===== src/rtl/two_source_pixel_arbiter_pkg.sv =====
// rtl/two_source_pixel_arbiter_pkg.sv - shared types and constants for the two-source pixel arbiter
package two_source_pixel_arbiter_pkg;

  localparam int PIXEL_WIDTH = 24;

  typedef enum logic [1:0] {
    ARB_IDLE   = 2'd0,
    ARB_GRANT0 = 2'd1,
    ARB_GRANT1 = 2'd2
  } arb_state_e;

  localparam logic [1:0] GRANT_NONE = 2'b00;
  localparam logic [1:0] GRANT_SRC0 = 2'b01;
  localparam logic [1:0] GRANT_SRC1 = 2'b10;

endpackage


===== src/rtl/two_source_pixel_arbiter_mux.sv =====
// rtl/two_source_pixel_arbiter_mux.sv - two-input data multiplexor, Select=1 passes Input1
module TwoInputMultiplexor
  import two_source_pixel_arbiter_pkg::*;
#(
  parameter int DATA_WIDTH = PIXEL_WIDTH
) (
  input  logic                  Select,
  input  logic [DATA_WIDTH-1:0] Input0,
  input  logic [DATA_WIDTH-1:0] Input1,
  output logic [DATA_WIDTH-1:0] Output
);

  assign Output = Select ? Input1 : Input0;

endmodule


===== src/rtl/two_source_pixel_arbiter.sv =====
// rtl/two_source_pixel_arbiter.sv - line-granular round-robin arbiter feeding one registered pixel stream
module two_source_pixel_arbiter
  import two_source_pixel_arbiter_pkg::*;
#(
  parameter int DATA_WIDTH = PIXEL_WIDTH,
  parameter int MAX_LINE   = 2048,
  parameter int CNT_WIDTH  = 12
) (
  input  logic                  Clock,
  input  logic                  Reset_n,
  input  logic                  InValid0,
  input  logic [DATA_WIDTH-1:0] InData0,
  input  logic                  InLast0,
  output logic                  InReady0,
  input  logic                  InValid1,
  input  logic [DATA_WIDTH-1:0] InData1,
  input  logic                  InLast1,
  output logic                  InReady1,
  output logic                  OutValid,
  output logic [DATA_WIDTH-1:0] OutData,
  output logic                  OutLast,
  input  logic                  OutReady,
  output logic [1:0]            Grant,
  output logic                  Overflow
);

  localparam logic [CNT_WIDTH-1:0] MAX_CNT = CNT_WIDTH'(MAX_LINE);

  arb_state_e            state_q, state_d;
  logic                  last_owner_q, last_owner_d;
  logic [CNT_WIDTH-1:0]  cnt_q, cnt_d;
  logic                  out_valid_q, out_valid_d;
  logic [DATA_WIDTH-1:0] out_data_q, out_data_d;
  logic                  out_last_q, out_last_d;
  logic                  overflow_q, overflow_d;

  logic                  load;
  logic                  select;
  logic                  accept;
  logic                  sel_last;
  logic                  hit_max;
  logic [CNT_WIDTH-1:0]  cnt_inc;
  logic [DATA_WIDTH-1:0] mux_data;

  assign load     = !out_valid_q || OutReady;
  assign select   = (state_q == ARB_GRANT0);
  assign InReady0 = select && load;
  assign InReady1 = (state_q == ARB_GRANT1) && load;
  assign accept   = (InValid0 && InReady0) || (InValid1 && InReady1);
  assign sel_last = select ? InLast0 : InLast1;
  assign cnt_inc  = cnt_q + CNT_WIDTH'(1);
  assign hit_max  = (cnt_inc == MAX_CNT);

  TwoInputMultiplexor #(
    .DATA_WIDTH(DATA_WIDTH)
  ) u_mux (
    .Select(select),
    .Input0(InData1),
    .Input1(InData0),
    .Output(mux_data)
  );

  always_comb begin
    state_d      = state_q;
    last_owner_d = last_owner_q;
    cnt_d        = cnt_q;
    out_valid_d  = out_valid_q;
    out_data_d   = out_data_q;
    out_last_d   = out_last_q;
    overflow_d   = overflow_q;

    case (state_q)
      ARB_IDLE: begin
        // last_owner_q=1 means source 1 owned last, so source 0 wins a tie
        if (InValid0 && (!InValid1 || last_owner_q)) state_d = ARB_GRANT0;
        else if (InValid1)                          state_d = ARB_GRANT1;
      end
      ARB_GRANT0, ARB_GRANT1: begin
        if (accept) begin
          cnt_d = cnt_inc;
          if (sel_last || hit_max) begin
            state_d      = ARB_IDLE;
            last_owner_d = (state_q == ARB_GRANT1);
            cnt_d        = '0;
            if (hit_max && !sel_last) overflow_d = 1'b1;
          end
        end
      end
      default: state_d = ARB_IDLE;
    endcase

    if (accept) begin
      out_valid_d = 1'b1;
      out_data_d  = mux_data;
      out_last_d  = sel_last || hit_max;
    end else if (OutReady) begin
      out_valid_d = 1'b0;
    end
  end

  always_ff @(posedge Clock or negedge Reset_n) begin
    if (!Reset_n) begin
      state_q      <= ARB_IDLE;
      last_owner_q <= 1'b1;
      cnt_q        <= '0;
      out_valid_q  <= 1'b0;
      out_data_q   <= '0;
      out_last_q   <= 1'b0;
      overflow_q   <= 1'b0;
    end else begin
      state_q      <= state_d;
      last_owner_q <= last_owner_d;
      cnt_q        <= cnt_d;
      out_valid_q  <= out_valid_d;
      out_data_q   <= out_data_d;
      out_last_q   <= out_last_d;
      overflow_q   <= overflow_d;
    end
  end

  assign OutValid = out_valid_q;
  assign OutData  = out_data_q;
  assign OutLast  = out_last_q;
  assign Overflow = overflow_q;
  assign Grant    = (state_q == ARB_GRANT0) ? GRANT_SRC0 :
                    (state_q == ARB_GRANT1) ? GRANT_SRC1 : GRANT_NONE;

endmodule


===== config.mk =====
export PLATFORM = sky130hd
export DESIGN_NAME = two_source_pixel_arbiter
export DESIGN_NICKNAME = d
export VERILOG_FILES = /design/src/rtl/two_source_pixel_arbiter_pkg.sv /design/src/rtl/two_source_pixel_arbiter_mux.sv /design/src/rtl/two_source_pixel_arbiter.sv
export SDC_FILE = /design/constraint.sdc
export NUM_CORES = 1
export LEC_CHECK = 0
export ABC_AREA = 1
export CAP_MARGIN = 0
export CORE_MARGIN = 2
export CORE_UTILIZATION = 50
export DETAILED_ROUTE_END_ITERATION = 10
export DONT_BUFFER_PORTS = 1
export PLACE_DENSITY = 0.7
export REMOVE_ABC_BUFFERS = 1
export SYNTH_ARGS = -nofsm -noshare
export SYNTH_HDL_FRONTEND = slang
export SYNTH_SLANG_ARGS = --single-unit
export TNS_END_PERCENT = 1

===== constraint.sdc =====
create_clock -name Clock -period 2.05 [get_ports Clock]
set_input_delay 0.3075 -clock Clock [delete_from_list [all_inputs] [get_ports Clock]]
set_output_delay 0.3075 -clock Clock [all_outputs]
set_load 0.01 [all_outputs]

Yosys cells after proc, flatten, opt, wreduce, memory -nomap -nowiden
Index checks and enable logic that the tools add are counted.
{ "word_totals": {"elab_cells": 46, "register_bits": 42, "output_inout_bits": 31} }
{ "classes": {"mux": 12, "reduce_logical": 20, "n_addsub": 1, "eq_ne": 6} }
{ "op_table": {"columns": ["cell", "n"], "rows": [
  ["24-bit 2-to-1 mux", 1],
  ["12-bit by 1-bit adder with 12-bit output, second input constant", 1],
  ["12-bit == test, second input constant", 1],
  ["12-bit 2-to-1 mux", 1],
  ["2-bit 2-to-1 mux", 6],
  ["1-bit logical AND", 6],
  ["3-bit AND reduction", 2],
  ["1-bit logical OR", 4],
  ["2-bit != test, second input constant", 2],
  ["2-bit case mux with 2 select lines", 1],
  ["4-bit AND reduction", 1],
  ["1-bit zero test", 3],
  ["1-bit 2-to-1 mux", 3],
  ["3-bit != test, second input constant", 1],
  ["2-bit by 1-bit == test with 1-bit output, second input constant", 1],
  ["2-bit == test, second input constant", 1],
  ["2-bit zero test", 1],
  ["2-bit AND reduction", 1],
  ["2-bit nonzero test", 1],
  ["2-bit OR reduction", 1]
]} }

Logic depth before layout (Yosys ltp)
{ "logic_depth": {"ltp_word": 7, "mapped_depth": 14} }

Cells and area by module
A second synthesis with hierarchy kept.
{ "hier_totals": {"cells_unflattened": 336, "area_unflattened_um2": 2387.3} }
{ "by_module_without_submodules": {"columns": ["module", "instances", "cells_per_inst", "area_per_inst_um2", "seq_area_each_um2"], "rows": [
  ["two_source_pixel_arbiter", 1, 258, 2013.2, 1052.3],
  ["TwoInputMultiplexor", 1, 78, 374.1, 0.0]
]} }

Worst setup path after synthesis
Ideal clock, no wire load.
{ "synth_timing": {"kind": "register to register", "startpoint": "reg state_q[0]", "endpoint": "reg cnt_q[2]", "path_slack_ps": 237, "synth_period_minus_slack_ps": 1813, "arrival_time_ps": 1748, "path_buffers": 0, "setup_time_ps": 65, "stages_incl_launch_ff": 15, "t_required_ps": 1985, "path_cell_list": "dfrtp_1 -> inv_1 -> ha_1 -> inv_1 -> a21oi_1 -> nand2_1 -> nand2_1 -> inv_2 -> nor2_4 -> nand2_1 -> clkinv_2 -> nand2_4 -> nor2_2 -> o21ai_0 -> nand2_1"} }
{ "synth_via": {"elab_chain_cells": 5, "elab_cells_between_ends": 12} }
{ "synth_rtl": {"columns": ["item", "line", "source"], "rows": [
  ["start, declared", "two_source_pixel_arbiter.sv:29", "arb_state_e state_q, state_d;"],
  ["start signal, assigned", "two_source_pixel_arbiter.sv:111", "state_q <= state_d;"],
  ["2-bit == test", "two_source_pixel_arbiter.sv:48", "assign InReady1 = (state_q == ARB_GRANT1) && load;"],
  ["1-bit logical AND", "two_source_pixel_arbiter.sv:48", null],
  ["named net InReady1", "two_source_pixel_arbiter.sv:18", "output logic InReady1,"],
  ["1-bit logical AND", "two_source_pixel_arbiter.sv:49", "assign accept = (InValid0 && InReady0) || (InValid1 && InReady1);"],
  ["1-bit logical OR", "two_source_pixel_arbiter.sv:49", null],
  ["2-bit AND reduction (no line)", null, null],
  ["end signal, assigned", "two_source_pixel_arbiter.sv:113", "cnt_q <= cnt_d;"],
  ["end, declared", "two_source_pixel_arbiter.sv:31", "logic [CNT_WIDTH-1:0] cnt_q, cnt_d;"]
]} }
The timed path passes the listed nets, and every way through them passes these cells.
A chain may end at the register's enable or synchronous reset.

Final worst setup path
{ "layout_timing": {"startpoint": "reg state_q[1]", "endpoint": "reg cnt_q[2]"} }
{ "layout_via": {"elab_chain_cells": 5, "elab_cells_between_ends": 12} }
{ "layout_rtl": {"columns": ["item", "line"], "rows": [
  ["2-bit by 1-bit == test with 1-bit output or 2-bit == test (tied branches)", "two_source_pixel_arbiter.sv:46, two_source_pixel_arbiter.sv:72, two_source_pixel_arbiter.sv:48"],
  ["1-bit logical AND (on tied branches)", "two_source_pixel_arbiter.sv:47, two_source_pixel_arbiter.sv:48"],
  ["1-bit logical AND", "two_source_pixel_arbiter.sv:49"],
  ["1-bit logical OR", "two_source_pixel_arbiter.sv:49"],
  ["2-bit AND reduction (no line)", null]
]} }
Parallel ways exist; a longest one is shown, timed or not.

==> impl_metrics.csv <==
group,metric,value,unit
worst_setup_path,cp-end-kind,"register",
worst_setup_path,crit_fanout,7,
synthesis,syn_area_per_cell,7.459,um^2
synthesis,netlist_area,0.002327,mm^2
worst_setup_path,cp_data_required_time,2290,ps
cts,cts_buffers,5,
die,start_util,52.72,%
die,die_h,72.23,um
routing,wire_per_inst,12.81,um
worst_setup_path,cp-startpoint,"state_q[1]",
grt,grt_pass1_vias,1725,
die,die_w,72.23,um
cts,cts_tree,"done",
routing,wl,4700,um
synthesis,synth_top_area_share,44.09,%
sta,final_hold_viol_count,0,
sta,layout_worst_path_cycle_share,90.68,%
pwr,power.leakage,0.001256,uW
placed_design,gp_congestion,0.7963,
die,core-area,0.004414,mm^2
worst_setup_path,critPathArrivalTime,2100,ps
worst_setup_path,startpoint_type,"register",
run_status,status,"completed",
routing,ant_nets,0,
worst_setup_path,r2r_end,"cnt_q[2]",
cts,ctsLongestPathBuffers,2,
routing,viasPerCell,5.185,
die,num_rows,24,
worst_setup_path,setup.worst_path.end,"cnt_q[2]",
synthesis,synth_area_leaders,"dfrtp_1 (44%), nand2_1 (16%), o21ai_0 (12%)",
final_layout,multiInputGateArea,0.001044,mm^2
final_layout,regArea,0.001052,mm^2
die,dieArea,0.005216,mm^2
synthesis,synth_cell_types,26,
worst_setup_path,r2r_slack,190,ps
routing,drc,0,
final_layout,nets,374,
grt,grt_overflow,0,
die,io_pins,86,
synthesis,ys_ff_latch,42,
cts,clock_sinks,42,
sta,rsz0062_at_grt,"false",
placed_design,hpwlAfterDp,3416,um
cts,cts_htree_levels,2,
worst_setup_path,slowest_delay,410,ps
cts,post-cts-setup-buffer-count,0,
synthesis,syn_inst,312,
worst_setup_path,crit_chain,"inv_1, ha_2, a21boi_2, nand2_1, nand2_1, inv_2, nor2_4, nand2_1, clkinv_2, nand2_4, nor2_2, o21ai_0, nand2_1",
synthesis,synth_seq_area_share,45.22,%
sta,finalClockSkew,3.746,ps
flow_run,drv_cap,0,
sta,relSlewSlack,74.91,%
placed_design,placed_cells,358,
final_layout,fillers,410,
synthesis,yosys_warnings,0,
final_layout,drive_gt1_share,11.75,%
cts,insertion_delay,290,ps
worst_setup_path,cpMostUsedCell,"nand2_1",
placed_design,portBuffers,0,
cts,clockRootBuffer,"clkbuf_8",
routing,drt_iter0_drc,102,
routing,num_vias,1903,
grt,antenna_found_initial,0,
sta,finalCriticalPeriod,1859,ps
sta,tightest_slew,365.9,ps
hold_path,hp-class,"input port to register",
grt,grt_max_degree,52,
worst_setup_path,ff2ff_path_depth,13,
final_layout,final_util,57.60,%
sta,setup_tns,0,ps
routing,dr.pass1.iters,5,
grt,track_usage,19.23,%
cts,path_clk_slew,80,ps
final_layout,stdcell_count,367,
final_layout,diodes,0,
grt,grt_pass1_wl,7824,um
sta,max_freq,0.5379,GHz
sta,finalSetupViolations,0,
pwr,power.density,1385,mW/mm^2
sta,slew_viol_final,0,
worst_setup_path,cp_slowest_cell,"dfrtp_1",
synthesis,synth_top_area_cell,"dfrtp_1",
worst_setup_path,r2r_start,"state_q[1]",
pwr,peakVddDrop,700.8,uV
final_layout,syn2layout_area_growth,9.247,%
worst_setup_path,path_class,"register to register",
-- cells in the mapped netlist (all sizes together) --
cell type / n
nand3: 15
and2: 1
a21oi: 1
buf: 2
inv: 46
a21boi: 1
o21bai: 1
dfrtp: 41
nand2: 104
dfstp: 1
clkbuf: 10
clkinv: 2
ha: 4
o22ai: 7
nand4: 4
nor2: 15
mux2i: 1
o21ai: 56
-- worst max-delay path: cells and delay by family, from the launching register on --
family | cells | cell delay, ps
and+or+nand+nor | 7 | 610
DFF | 1 | 410
buffers and inverters | 3 | 300
AOI/OAI and AO/OA | 2 | 270
adders and majority gates | 1 | 210
-- cell usage in the layout (no fill, tap or decap) --
| master | Yosys | final |
|---|---|---|
| nor2_2 | 5 | 5 |
| nand2_1 | 99 | 99 |
| o21ai_0 | 55 | 55 |
| nor2_1 | 8 | 8 |
| ha_2 | 0 | 1 |
| mux2i_1 | 1 | 1 |
| o21ai_1 | 1 | 1 |
| bufinv_16 | 0 | 1 |
| and2_1 | 1 | 1 |
| o22ai_1 | 7 | 7 |
| a21boi_2 | 1 | 1 |
| buf_12 | 0 | 2 |
| dfstp_2 | 1 | 1 |
| buf_4 | 2 | 5 |
| nor2_4 | 2 | 2 |
| o21bai_1 | 1 | 1 |
| clkbuf_8 | 0 | 6 |
| a21oi_1 | 1 | 1 |
| dlygate4sd3_1 | 0 | 1 |
| inv_2 | 1 | 1 |
| nand4_1 | 4 | 4 |
| nand3_1 | 9 | 9 |
| inv_1 | 45 | 45 |
| clkinv_1 | 1 | 1 |
| dfrtp_1 | 41 | 41 |
| nand2_4 | 2 | 2 |
| clkinv_2 | 1 | 1 |
| ha_1 | 4 | 3 |
| nand2_2 | 3 | 3 |
| nand3_2 | 6 | 6 |
-- power by group --
group          switching (uW)  leakage (uW)  internal, uW
combinational             743      0.000663           464
clock                     273     0.0000573           389
sequential                436      0.000536          1220
total                    1450       0.00126          2070
-- through the flow --
| stage | area, um^2 | total power (uW) | setup slack [ps] | hold WS (ps) |
|---|---|---|---|---|
| floorplan | 2275 | 2491 | -835.6 | 11.91 |
| global placement | 2397 | 2814 | 300.6 | 13.02 |
| detailed placement | 2397 | 2853 | 252.3 | 13.54 |
| CTS | 2540 | 3560 | 171.1 | 193.9 |
| global route | 2542 | 3831 | 5.585 | 245.7 |
| finish | 2542 | 3522 | 191.0 | 203.9 |
-- layer usage --
| metal | share of wire, % | up-vias | track usage [%] | wire length (um) |
|---|---|---|---|---|
| met4 | 1.3 | 0 | 6.709 | 63 |
| met3 | 6.6 | 6 | 5.139 | 310 |
| met5 | 0 | - | 0 | 0 |
| met2 | 46 | 69 | 30.28 | 2180 |
| met1 | 46 | 843 | 25.77 | 2145 |
| li1 | - | 985 | - | - |
-- logic make-up (layout without fill, tap and decap cells) --
group / after synthesis / in the layout / share of synthesized area (%)
and+or+nand+nor: 139 / 139 / 27.20
AOI/OAI and AO/OA: 66 / 66 / 14.95
buffers and inverters: 60 / 63 / 10.05
DFF: 42 / 42 / 45.22
adders and majority gates: 4 / 4 / 2.151
muxes: 1 / 1 / 0.4301
-- worst min-delay path by stage --
stage | end | slack [ps] | cells past startpoint | from
floorplan | OutData[0] | 10 | 0 | Reset_n
global placement | cnt_q[6] | 10 | 0 | Reset_n
detailed placement | cnt_q[6] | 10 | 0 | Reset_n
CTS | OutValid | 190 | 3 | OutReady
global route | OutValid | 250 | 3 | OutReady
finish | OutValid | 200 | 3 | OutReady
-- flip-flops by register name, summed over array words and instances (netlist names) --
name,flops
OutValid,1
Overflow,1
OutLast,1
OutData,24
cnt_q,12
state_q,2
last_owner_q,1
-- what timing repair did --
| action | CTS | global route |
|---|---|---|
| hold buffers | 2 | 0 |
| setup endpoints to repair | 0 | 1 |
| endpoints found under the hold margin | 42 | 0 |
| resized for setup | 0 | 1 |
-- area by class of cell --
cell class                      instances  area share, %
Sequential cell                        42          41.39
Tap cell                               52          2.559
Inverter                               48          7.136
Multi-Input combinational cell        210          41.04
Clock buffer                            6          3.248
Clock inverter                          1          1.181
Timing Repair Buffer                    8          3.445
Note: power is estimated with default switching activity, not from simulation.
